`src/rtl/ec_cu_pkg.sv`:
```
// Shared state codes, opcode constants and accumulator-select encodings
// for the EC accumulator processor control unit.
package ec_cu_pkg;

    typedef enum logic [3:0] {
        ST_START  = 4'd0,
        ST_FETCH  = 4'd1,
        ST_DECODE = 4'd2,
        ST_LOAD   = 4'd8,
        ST_STORE  = 4'd9,
        ST_ADD    = 4'd10,
        ST_SUB    = 4'd11,
        ST_INPUT  = 4'd12,
        ST_JZ     = 4'd13,
        ST_JPOS   = 4'd14,
        ST_HALT   = 4'd15
    } state_t;

    localparam logic [2:0] OP_LOAD  = 3'd0;
    localparam logic [2:0] OP_STORE = 3'd1;
    localparam logic [2:0] OP_ADD   = 3'd2;
    localparam logic [2:0] OP_SUB   = 3'd3;
    localparam logic [2:0] OP_INPUT = 3'd4;
    localparam logic [2:0] OP_JZ    = 3'd5;
    localparam logic [2:0] OP_JPOS  = 3'd6;
    localparam logic [2:0] OP_HALT  = 3'd7;

    localparam logic [1:0] ASEL_ALU = 2'b00;
    localparam logic [1:0] ASEL_IN  = 2'b01;
    localparam logic [1:0] ASEL_MEM = 2'b10;

    // Execute state entered from DECODE for a legal opcode.
    function automatic state_t op_to_state(input logic [2:0] op);
        state_t st;
        case (op)
            OP_LOAD:  st = ST_LOAD;
            OP_STORE: st = ST_STORE;
            OP_ADD:   st = ST_ADD;
            OP_SUB:   st = ST_SUB;
            OP_INPUT: st = ST_INPUT;
            OP_JZ:    st = ST_JZ;
            OP_JPOS:  st = ST_JPOS;
            OP_HALT:  st = ST_HALT;
            default:  st = ST_HALT;
        endcase
        return st;
    endfunction

endpackage

```
`src/rtl/ec_tick_gen.sv`:
```
// Clock-enable prescaler: counts 0..DIV-1 and raises tick for the single
// cycle in which the count sits at DIV-1.
module ec_tick_gen #(
    parameter int DIV   = 25_000_000,
    parameter int DIV_W = 25
) (
    input  logic clk,
    input  logic reset,
    output logic tick
);

    localparam logic [DIV_W-1:0] LAST = DIV_W'(DIV - 1);

    logic [DIV_W-1:0] count_r;

    // Free-running modulo-DIV counter.
    always_ff @(posedge clk) begin
        if (reset) begin
            count_r <= {DIV_W{1'b0}};
        end else if (count_r == LAST) begin
            count_r <= {DIV_W{1'b0}};
        end else begin
            count_r <= count_r + DIV_W'(1);
        end
    end

    assign tick = (count_r == LAST);

endmodule

```
`src/rtl/ec_cu_stepped.sv`:
```
// EC control unit FSM on CLOCK_50 with prescaled free-run, single-step mode,
// edge-detected Enter/Step buttons and an illegal-opcode trap into HALT.
module ec_cu_stepped
    import ec_cu_pkg::*;
#(
    parameter int IR_W  = 3,
    parameter int DIV   = 25_000_000,
    parameter int DIV_W = 25
) (
    input  logic            CLOCK_50,
    input  logic            Reset,
    input  logic [IR_W-1:0] IR,
    input  logic            Aeq0,
    input  logic            Apos,
    input  logic            Enter,
    input  logic            Run,
    input  logic            Step,
    output logic            IRload,
    output logic            PCload,
    output logic            Aload,
    output logic            MemWr,
    output logic            JMPmux,
    output logic            Sub,
    output logic            Meminst,
    output logic [1:0]      Asel,
    output logic            Halt,
    output logic            Illegal,
    output logic [3:0]      state,
    output logic [3:0]      nstate
);

    state_t     state_r;
    state_t     state_nxt_s;
    logic       tick_s;
    logic       adv_s;
    logic [1:0] enter_sync_r;
    logic [1:0] step_sync_r;
    logic       enter_prev_r;
    logic       step_prev_r;
    logic       enter_edge_s;
    logic       step_edge_s;
    logic       enter_pend_r;
    logic       enter_clr_s;
    logic       illegal_r;
    logic       illegal_op_s;
    logic [2:0] op_s;

    ec_tick_gen #(
        .DIV   (DIV),
        .DIV_W (DIV_W)
    ) u_tick (
        .clk   (CLOCK_50),
        .reset (Reset),
        .tick  (tick_s)
    );

    assign op_s = IR[2:0];

    // Any set bit above the 3-bit opcode field is an undefined instruction.
    generate
        if (IR_W > 3) begin : g_wide_ir
            assign illegal_op_s = |IR[IR_W-1:3];
        end else begin : g_narrow_ir
            assign illegal_op_s = 1'b0;
        end
    endgenerate

    // Two-flop synchronisers plus previous-value flops for edge detection.
    always_ff @(posedge CLOCK_50) begin
        if (Reset) begin
            enter_sync_r <= 2'b00;
            step_sync_r  <= 2'b00;
            enter_prev_r <= 1'b0;
            step_prev_r  <= 1'b0;
        end else begin
            enter_sync_r <= {enter_sync_r[0], Enter};
            step_sync_r  <= {step_sync_r[0], Step};
            enter_prev_r <= enter_sync_r[1];
            step_prev_r  <= step_sync_r[1];
        end
    end

    assign enter_edge_s = enter_sync_r[1] & ~enter_prev_r;
    assign step_edge_s  = step_sync_r[1] & ~step_prev_r;
    assign adv_s        = Run ? tick_s : step_edge_s;
    assign enter_clr_s  = (state_r == ST_INPUT) & adv_s & enter_pend_r;

    // Pending Enter; a consuming advance beats a coincident new edge.
    always_ff @(posedge CLOCK_50) begin
        if (Reset) begin
            enter_pend_r <= 1'b0;
        end else if (enter_clr_s) begin
            enter_pend_r <= 1'b0;
        end else if (enter_edge_s) begin
            enter_pend_r <= 1'b1;
        end else begin
            enter_pend_r <= enter_pend_r;
        end
    end

    // State register and sticky illegal-opcode flag.
    always_ff @(posedge CLOCK_50) begin
        if (Reset) begin
            state_r   <= ST_START;
            illegal_r <= 1'b0;
        end else if (adv_s) begin
            state_r   <= state_nxt_s;
            illegal_r <= illegal_r | ((state_r == ST_DECODE) & illegal_op_s);
        end else begin
            state_r   <= state_r;
            illegal_r <= illegal_r;
        end
    end

    // Next-state decode.
    always_comb begin
        state_nxt_s = state_r;
        case (state_r)
            ST_START:  state_nxt_s = ST_FETCH;
            ST_FETCH:  state_nxt_s = ST_DECODE;
            ST_DECODE: begin
                if (illegal_op_s) begin
                    state_nxt_s = ST_HALT;
                end else begin
                    state_nxt_s = op_to_state(op_s);
                end
            end
            ST_LOAD, ST_STORE, ST_ADD, ST_SUB, ST_JZ, ST_JPOS: state_nxt_s = ST_FETCH;
            ST_INPUT: begin
                if (enter_pend_r) begin
                    state_nxt_s = ST_FETCH;
                end else begin
                    state_nxt_s = ST_INPUT;
                end
            end
            ST_HALT:   state_nxt_s = ST_HALT;
            default:   state_nxt_s = ST_START;
        endcase
    end

    // Moore selects held for the whole state; strobes only in the advancing cycle.
    always_comb begin
        IRload  = 1'b0;
        PCload  = 1'b0;
        Aload   = 1'b0;
        MemWr   = 1'b0;
        JMPmux  = 1'b0;
        Sub     = 1'b0;
        Meminst = 1'b0;
        Asel    = ASEL_ALU;
        Halt    = 1'b0;
        case (state_r)
            ST_FETCH: begin
                IRload = adv_s;
                PCload = adv_s;
            end
            ST_DECODE: Meminst = 1'b1;
            ST_LOAD: begin
                Asel    = ASEL_MEM;
                Meminst = 1'b1;
                Aload   = adv_s;
            end
            ST_STORE: begin
                Meminst = 1'b1;
                MemWr   = adv_s;
            end
            ST_ADD: begin
                Meminst = 1'b1;
                Aload   = adv_s;
            end
            ST_SUB: begin
                Sub     = 1'b1;
                Meminst = 1'b1;
                Aload   = adv_s;
            end
            ST_INPUT: begin
                Asel  = ASEL_IN;
                Aload = adv_s & enter_pend_r;
            end
            ST_JZ: begin
                JMPmux = 1'b1;
                PCload = adv_s & Aeq0;
            end
            ST_JPOS: begin
                JMPmux = 1'b1;
                PCload = adv_s & Apos;
            end
            ST_HALT: Halt = 1'b1;
            default: Halt = 1'b0;
        endcase
    end

    assign Illegal = illegal_r;
    assign state   = state_r;
    assign nstate  = state_nxt_s;

endmodule

```
`config.mk`:
```
export PLATFORM = sky130hd
export DESIGN_NAME = ec_cu_stepped
export DESIGN_NICKNAME = d
export VERILOG_FILES = /design/src/rtl/ec_cu_pkg.sv /design/src/rtl/ec_tick_gen.sv /design/src/rtl/ec_cu_stepped.sv
export SDC_FILE = /design/constraint.sdc
export NUM_CORES = 1
export LEC_CHECK = 0
export BUFFER_PORTS_ARGS = -buffer_cell sky130_fd_sc_hd__buf_4
export CAP_MARGIN = 10
export CORE_AREA = 2 2 66 68
export DETAILED_ROUTE_END_ITERATION = 16
export DIE_AREA = 0 0 68 70
export GPL_ROUTABILITY_DRIVEN = 1
export GPL_TIMING_DRIVEN = 0
export PLACE_DENSITY = 0.64
export SLEW_MARGIN = 25
export SYNTH_ARGS = -nofsm -noshare
export SYNTH_HDL_FRONTEND = slang
export SYNTH_SLANG_ARGS = --single-unit
```
`constraint.sdc`:
```
create_clock -name CLOCK_50 -period 2.45 [get_ports CLOCK_50]
set_input_delay 0.1225 -clock CLOCK_50 [delete_from_list [all_inputs] [get_ports CLOCK_50]]
set_output_delay 0.1225 -clock CLOCK_50 [all_outputs]
set_load 0.03 [all_outputs]
```
==> flow_summary.toml, run 1 <==
[status]
status = "finished, final reports clean"

[power]
power_density_nw_per_um2 = 489
ir_drop_uv = 277
p_leak_nw = 0.856

[layout]
syn2layout_area_growth_pct = 18.2
seq_area_um2 = 721
layoutNonFillerInstCount = 301
final_common_cell = "dfxtp_1"
layout-drive-gt1-share = 0.213
multi_input_area_um2 = 1010
layout.nets = 260
final_cell_mix = "dfxtp_1 (36), buf_4 (27), a21oi_1 (20), nor2_1 (16)"
fill_cells = 400
fin_util = 0.530
num_antenna_cells = 0

[detailed_routing]
vias = 1630
routedWlPerCell_um = 12.9
wl_mm = 3.87
ant_nets = 0
drt_iter0_drc = 147
dr.pass1.iters = 4
drcViolationCount = 0
viasPerCell = 5.42

[global_route]
grt.total_usage = 0.178
grt_pass1_wl_mm = 6.54
antenna_found_initial = 0
first_global_vias = 1441
overflow = 0
grt_max_degree = 11

[logic_synthesis]
ys_seq_area_frac = 0.388
ys_ff_latch = 36
avgSynthCellArea_um2 = 8.60
synth_cells = 216
syn_area_um2 = 1860
synthTopCellsByArea = "dfxtp_1 (39%), a21oi_1 (5.4%), xor2_1 (3.8%), nand3_1 (3.5%), nand4_4 (3.4%)"
yosys.area.top_type = "dfxtp_1"
synth_top_area_share = 0.388
syn_nets = 227
yosys.cell_types.count = 40
yosysWarnings = 0

[clocking]
clk_pin_slew_ps = 70
cts_tree = "done"
htreeDepth = 2
post_cts_buffers = 0
clockRootBuffer = "clkbuf_8"
cts_resized = 0
clock_path_buffers = 2
cts-buffers-inserted = 5
postCtsHoldBufs = 0
clock_latency_ps = 280
clock_sinks = 36

[floorplanning]
core_um2 = 4140
fp.dieW_um = 68
io_pins = 29
num_rows = 24
start_util = 0.448
die-area_um2 = 4760
die_h_um = 70

[sta]
setup_ws_ps = 326
min_period_ps = 2120
rsz0062_at_grt = "no"
tns_ps = 0
slew_viol_final = 0
fmax_mhz = 471
hold-worst-slack_ps = 54.6
setup_viol = 0
fin_crit_sh = 0.867
clock_skew_ps = 7.75
hold_viol_final = 0

[place]
routabilityCongestion = 0.784
dpl.hpwl_mm = 2.77
port_buffers = 26
dp.cells = 294
dpl_worst_slack_ps = 623

[worst_setup_path]
path_class = "reg -> out"
rr_worst_depth = 6
slowest_stage = "or3_1"
cp.arrival_ps = 2000
crit_fanout = 10
cp-end-kind = "output pin"
cp_cell_sequence = "clkbuf_1, nand2_1, or3_1, a21oi_1, or2_2, buf_4"
worstPathRequired_ps = 2330
start_kind = "flop"
cpPeakStageDelay_ps = 370

[flow_run]
maxCapViolCount = 0

[hold_path]
hold_class = "in -> reg"
hold_depth = 2
==> cells by family (layout without fill, tap and decap cells) <==
| group | Yosys count | count (layout) | synth area share |
|---|---|---|---|
| buf+inv | 24 | 57 | 0.0660 |
| mux | 2 | 2 | 0.0135 |
| other cells | 1 | 1 | 0.00202 |
| simple gates | 96 | 96 | 0.326 |
| fa+ha+maj | 1 | 1 | 0.00673 |
| flops | 36 | 36 | 0.388 |
| compound gates | 46 | 46 | 0.151 |
| xor+xnor | 10 | 10 | 0.0471 |
==> Yosys cell counts <==
| cell | instances |
|---|---|
| dfxtp_1 | 36 |
| a21oi_1 | 20 |
| nor2_1 | 16 |
| nand2_1 | 13 |
| nand3_1 | 13 |
| inv_1 | 10 |
| o21ai_0 | 10 |
| nor2b_1 | 9 |
| or3_1 | 8 |
| xor2_1 | 8 |
| nand4_1 | 7 |
| nor3_1 | 6 |
| o31ai_1 | 6 |
| or4_1 | 6 |
| buf_2 | 5 |
| clkbuf_1 | 5 |
| and3_1 | 3 |
| and4_1 | 3 |
| buf_6 | 3 |
| nand4_4 | 3 |
| o211ai_1 | 3 |
| o21a_1 | 2 |
| o311a_1 | 2 |
| or2_2 | 2 |
| xnor2_1 | 2 |
| a21o_1 | 1 |
| and2_1 | 1 |
| and4bb_2 | 1 |
| buf_4 | 1 |
| conb_1 | 1 |
| ha_1 | 1 |
| mux2_4 | 1 |
| mux2i_1 | 1 |
| nand2b_1 | 1 |
| nand4_2 | 1 |
| nor4b_2 | 1 |
| nor4b_4 | 1 |
| o21ai_2 | 1 |
| o221a_1 | 1 |
| or3b_2 | 1 |
==> power breakdown <==
group | switching, mW | internal [mW]
Sequential | 0.00601 | 0.596
Clock | 0.197 | 0.193
Combinational | 0.0494 | 0.0333
Total | 0.252 | 0.822
==> worst paths after layout <==
| path | startpoint | to | slack (ps) |
|---|---|---|---|
| hold reg to reg | u_tick.count_r[0] | u_tick.count_r[0] | 440 |
| setup reg to reg | u_tick.count_r[2] | state[1] | 740 |
| setup / recovery | state[2] | nstate[3] | 330 |
| hold / removal | Step | step_sync_r[0] | 50 |
==> layer usage <==
layer	part of all wire	up-vias	track usage
met5	0	-	0
met4	0.0098	0	0.0844
met3	0.058	4	0.0483
met2	0.44	31	0.257
met1	0.49	753	0.244
li1	-	842	-
==> through the flow <==
step                      area, um2  total power, mW
final                          2200             1.07
after detailed placement       2120            0.698
after global placement         2120            0.698
after CTS                      2200             1.10
after floorplan                1860            0.669
after global routing           2200             1.13
==> sequential cells by signal (all words and copies together) (netlist names) <==
| name | count |
|---|---|
| enter_sync_r | 2 |
| state | 4 |
| step_prev_r | 1 |
| u_tick.count_r | 25 |
| enter_pend_r | 1 |
| step_sync_r | 2 |
| enter_prev_r | 1 |
==> cell type report <==
type / count / area share
plain buffers: 14 / 0.0387
clock buffers: 6 / 0.0330
clock inverters: 1 / 0.00228
inverters: 10 / 0.0171
multi-input cells: 156 / 0.462
flip-flops and latches: 36 / 0.328
well taps: 52 / 0.0296
repair buffers: 26 / 0.0889
==> critical path, delay by kind of cell, from the launching register on <==
kind            cells  cell delay, ps
compound gates      1             190
flops               1             330
buf+inv             2             490
simple gates        3             710
Power figures use the tool's default switching activity.
==> run 2, diff against run 1 <==
--- a/config.mk
+++ b/config.mk
@@ -7,12 +7,14 @@
 export LEC_CHECK = 0
 export BUFFER_PORTS_ARGS = -buffer_cell sky130_fd_sc_hd__buf_4
 export CAP_MARGIN = 10
-export CORE_AREA = 2 2 66 68
+export CELL_PAD_IN_SITES_DETAIL_PLACEMENT = 2
+export CELL_PAD_IN_SITES_GLOBAL_PLACEMENT = 2
+export CORE_AREA = 2 2 75 77
 export DETAILED_ROUTE_END_ITERATION = 16
-export DIE_AREA = 0 0 68 70
+export DIE_AREA = 0 0 77 79
 export GPL_ROUTABILITY_DRIVEN = 1
 export GPL_TIMING_DRIVEN = 0
-export PLACE_DENSITY = 0.64
+export PLACE_DENSITY = 0.79
 export SLEW_MARGIN = 25
 export SYNTH_ARGS = -nofsm -noshare
 export SYNTH_HDL_FRONTEND = slang
==> flow_summary.toml, run 2 (same netlist as run 1, synthesis figures left out) <==
[status]
status = "finished, final reports clean"

[worst_setup_path]
start_kind = "flop"
cpPeakStageDelay_ps = 380
reg2reg_from = "state[2]"
cp.arrival_ps = 2130
crit_fanout = 10
slowest_stage = "clkbuf_1"
worst-path-buf-inv = 2
worstPathRequired_ps = 2330
r2r_setup_slack_ps = 670
cp_cell_sequence = "clkbuf_1, nand2_1, or3_1, a21oi_1, or2_2, buf_4"
cp-end-kind = "output pin"
rr_endpoint = "state[2]"
path_delay_family = "simple AND/OR/NAND/NOR gates"
rr_worst_depth = 5
path_class = "reg -> out"

[global_route]
grt_max_degree = 12
first_global_vias = 1872
antenna_found_initial = 0
overflow = 0
grt.total_usage = 0.184
grt_pass1_wl_mm = 8.95

[floorplanning]
die_h_um = 79
die-area_um2 = 6080
start_util = 0.348
io_pins = 29
core_um2 = 5340
num_rows = 27
fp.dieW_um = 77

[hold_path]
hold_class = "in -> reg"
hp-start = "Enter"
hold_depth = 2
hold_end = "enter_sync_r[0]"

[power]
p_int_mw = 0.858
p_total_mw = 1.15
clkPwrFrac = 0.399
combPwrFrac = 0.075
pwr-share-seq = 0.525
p_sw_frac = 0.251
ir_drop_uv = 369
switching_power_mw = 0.288
p_leak_nw = 0.860
power_density_nw_per_um2 = 512

[layout]
regMostFlops = "u_tick.count_r"
largest_reg_flops = 25
num_antenna_cells = 0
final_cell_mix = "dfxtp_1 (36), buf_4 (27), a21oi_1 (20), nor2_1 (16)"
syn2layout_area_growth_pct = 20.4
fin_util = 0.419
final_common_cell = "dfxtp_1"
layout-drive-gt1-share = 0.216
layout.nets = 260
fill_cells = 638

[sta]
clock_skew_ps = 17.8
slew_viol_final = 0
min_period_ps = 2250
fmax_mhz = 444
tns_ps = 0
setup_viol = 0
tightest_slew_ps = 503
hold_viol_final = 0
fin_crit_sh = 0.920
rsz0062_at_grt = "no"
relSlewSlack = 0.665

[detailed_routing]
drt_iter0_drc = 66
viasPerCell = 5.24
ant_nets = 0
vias = 1687
dr.pass1.iters = 4
drcViolationCount = 0
routedWlPerCell_um = 15.2
wl_mm = 4.91

[clocking]
htreeDepth = 2
postCtsHoldBufs = 0
post_cts_buffers = 0
cts-buffers-inserted = 5
cts_resized = 0
cts_tree = "done"
clock_latency_ps = 300
clock_sinks = 36
clk_pin_slew_ps = 90
clockRootBuffer = "clkbuf_8"
clock_path_buffers = 2

[place]
port_buffers = 26
routabilityCongestion = 0.700
dpl.hpwl_mm = 3.64

[flow_run]
maxCapViolCount = 0
run 2: changes by cell type in the layout (fill, tap and decap cells not counted):
cell,delta
clkbuf_8,+1
clkinvlp_4,+1
clkinv_2,-1
run 2: final cells by class:
type / count / area (um2) / share of cell area
Sequential cell: 36 / 721 / 0.322
Multi-Input combinational cell: 156 / 1010 / 0.454
Timing Repair Buffer: 26 / 195 / 0.0872
Inverter: 10 / 37.5 / 0.0168
Clock inverter: 1 / 7.51 / 0.00336
Clock buffer: 7 / 86.3 / 0.0386
Tap cell: 72 / 90.1 / 0.0403
Buffer: 14 / 85.1 / 0.0380
run 2: layer usage:
layer,global-route usage,share of wire
met3,0.0523,0.033
met5,0,0
met1,0.225,0.47
met2,0.321,0.49
met4,0.0429,0.0069
run 2: how the worst max path moves through the flow:
stage	from	endpoint	slack, ps	cells past startpoint
floorplan	state[2]	enter_pend_r	380	5
global placement	state[2]	nstate[2]	570	6
detailed placement	state[2]	nstate[2]	510	6
CTS	state[2]	nstate[2]	180	6
global route	state[2]	nstate[2]	5	6
finish	state[2]	nstate[2]	200	6
run 2: metrics by stage:
step,area (um2),hold slack (ps),instances,setup slack (ps)
floorplan,1860,251,216,375
global placement,2140,354,314,566
detailed placement,2140,348,314,513
CTS,2240,46.3,322,180
global route,2240,49.1,322,5.25
finish,2240,50.9,322,197
run 2: power by group through the flow:
stage / clock network (mW) / logic (mW) / registers [mW]
floorplan: 0 / 0.0515 / 0.618
global placement: 0 / 0.0850 / 0.615
detailed placement: 0 / 0.0876 / 0.616
CTS: 0.470 / 0.0879 / 0.602
global route: 0.505 / 0.0964 / 0.603
finish: 0.458 / 0.0862 / 0.602
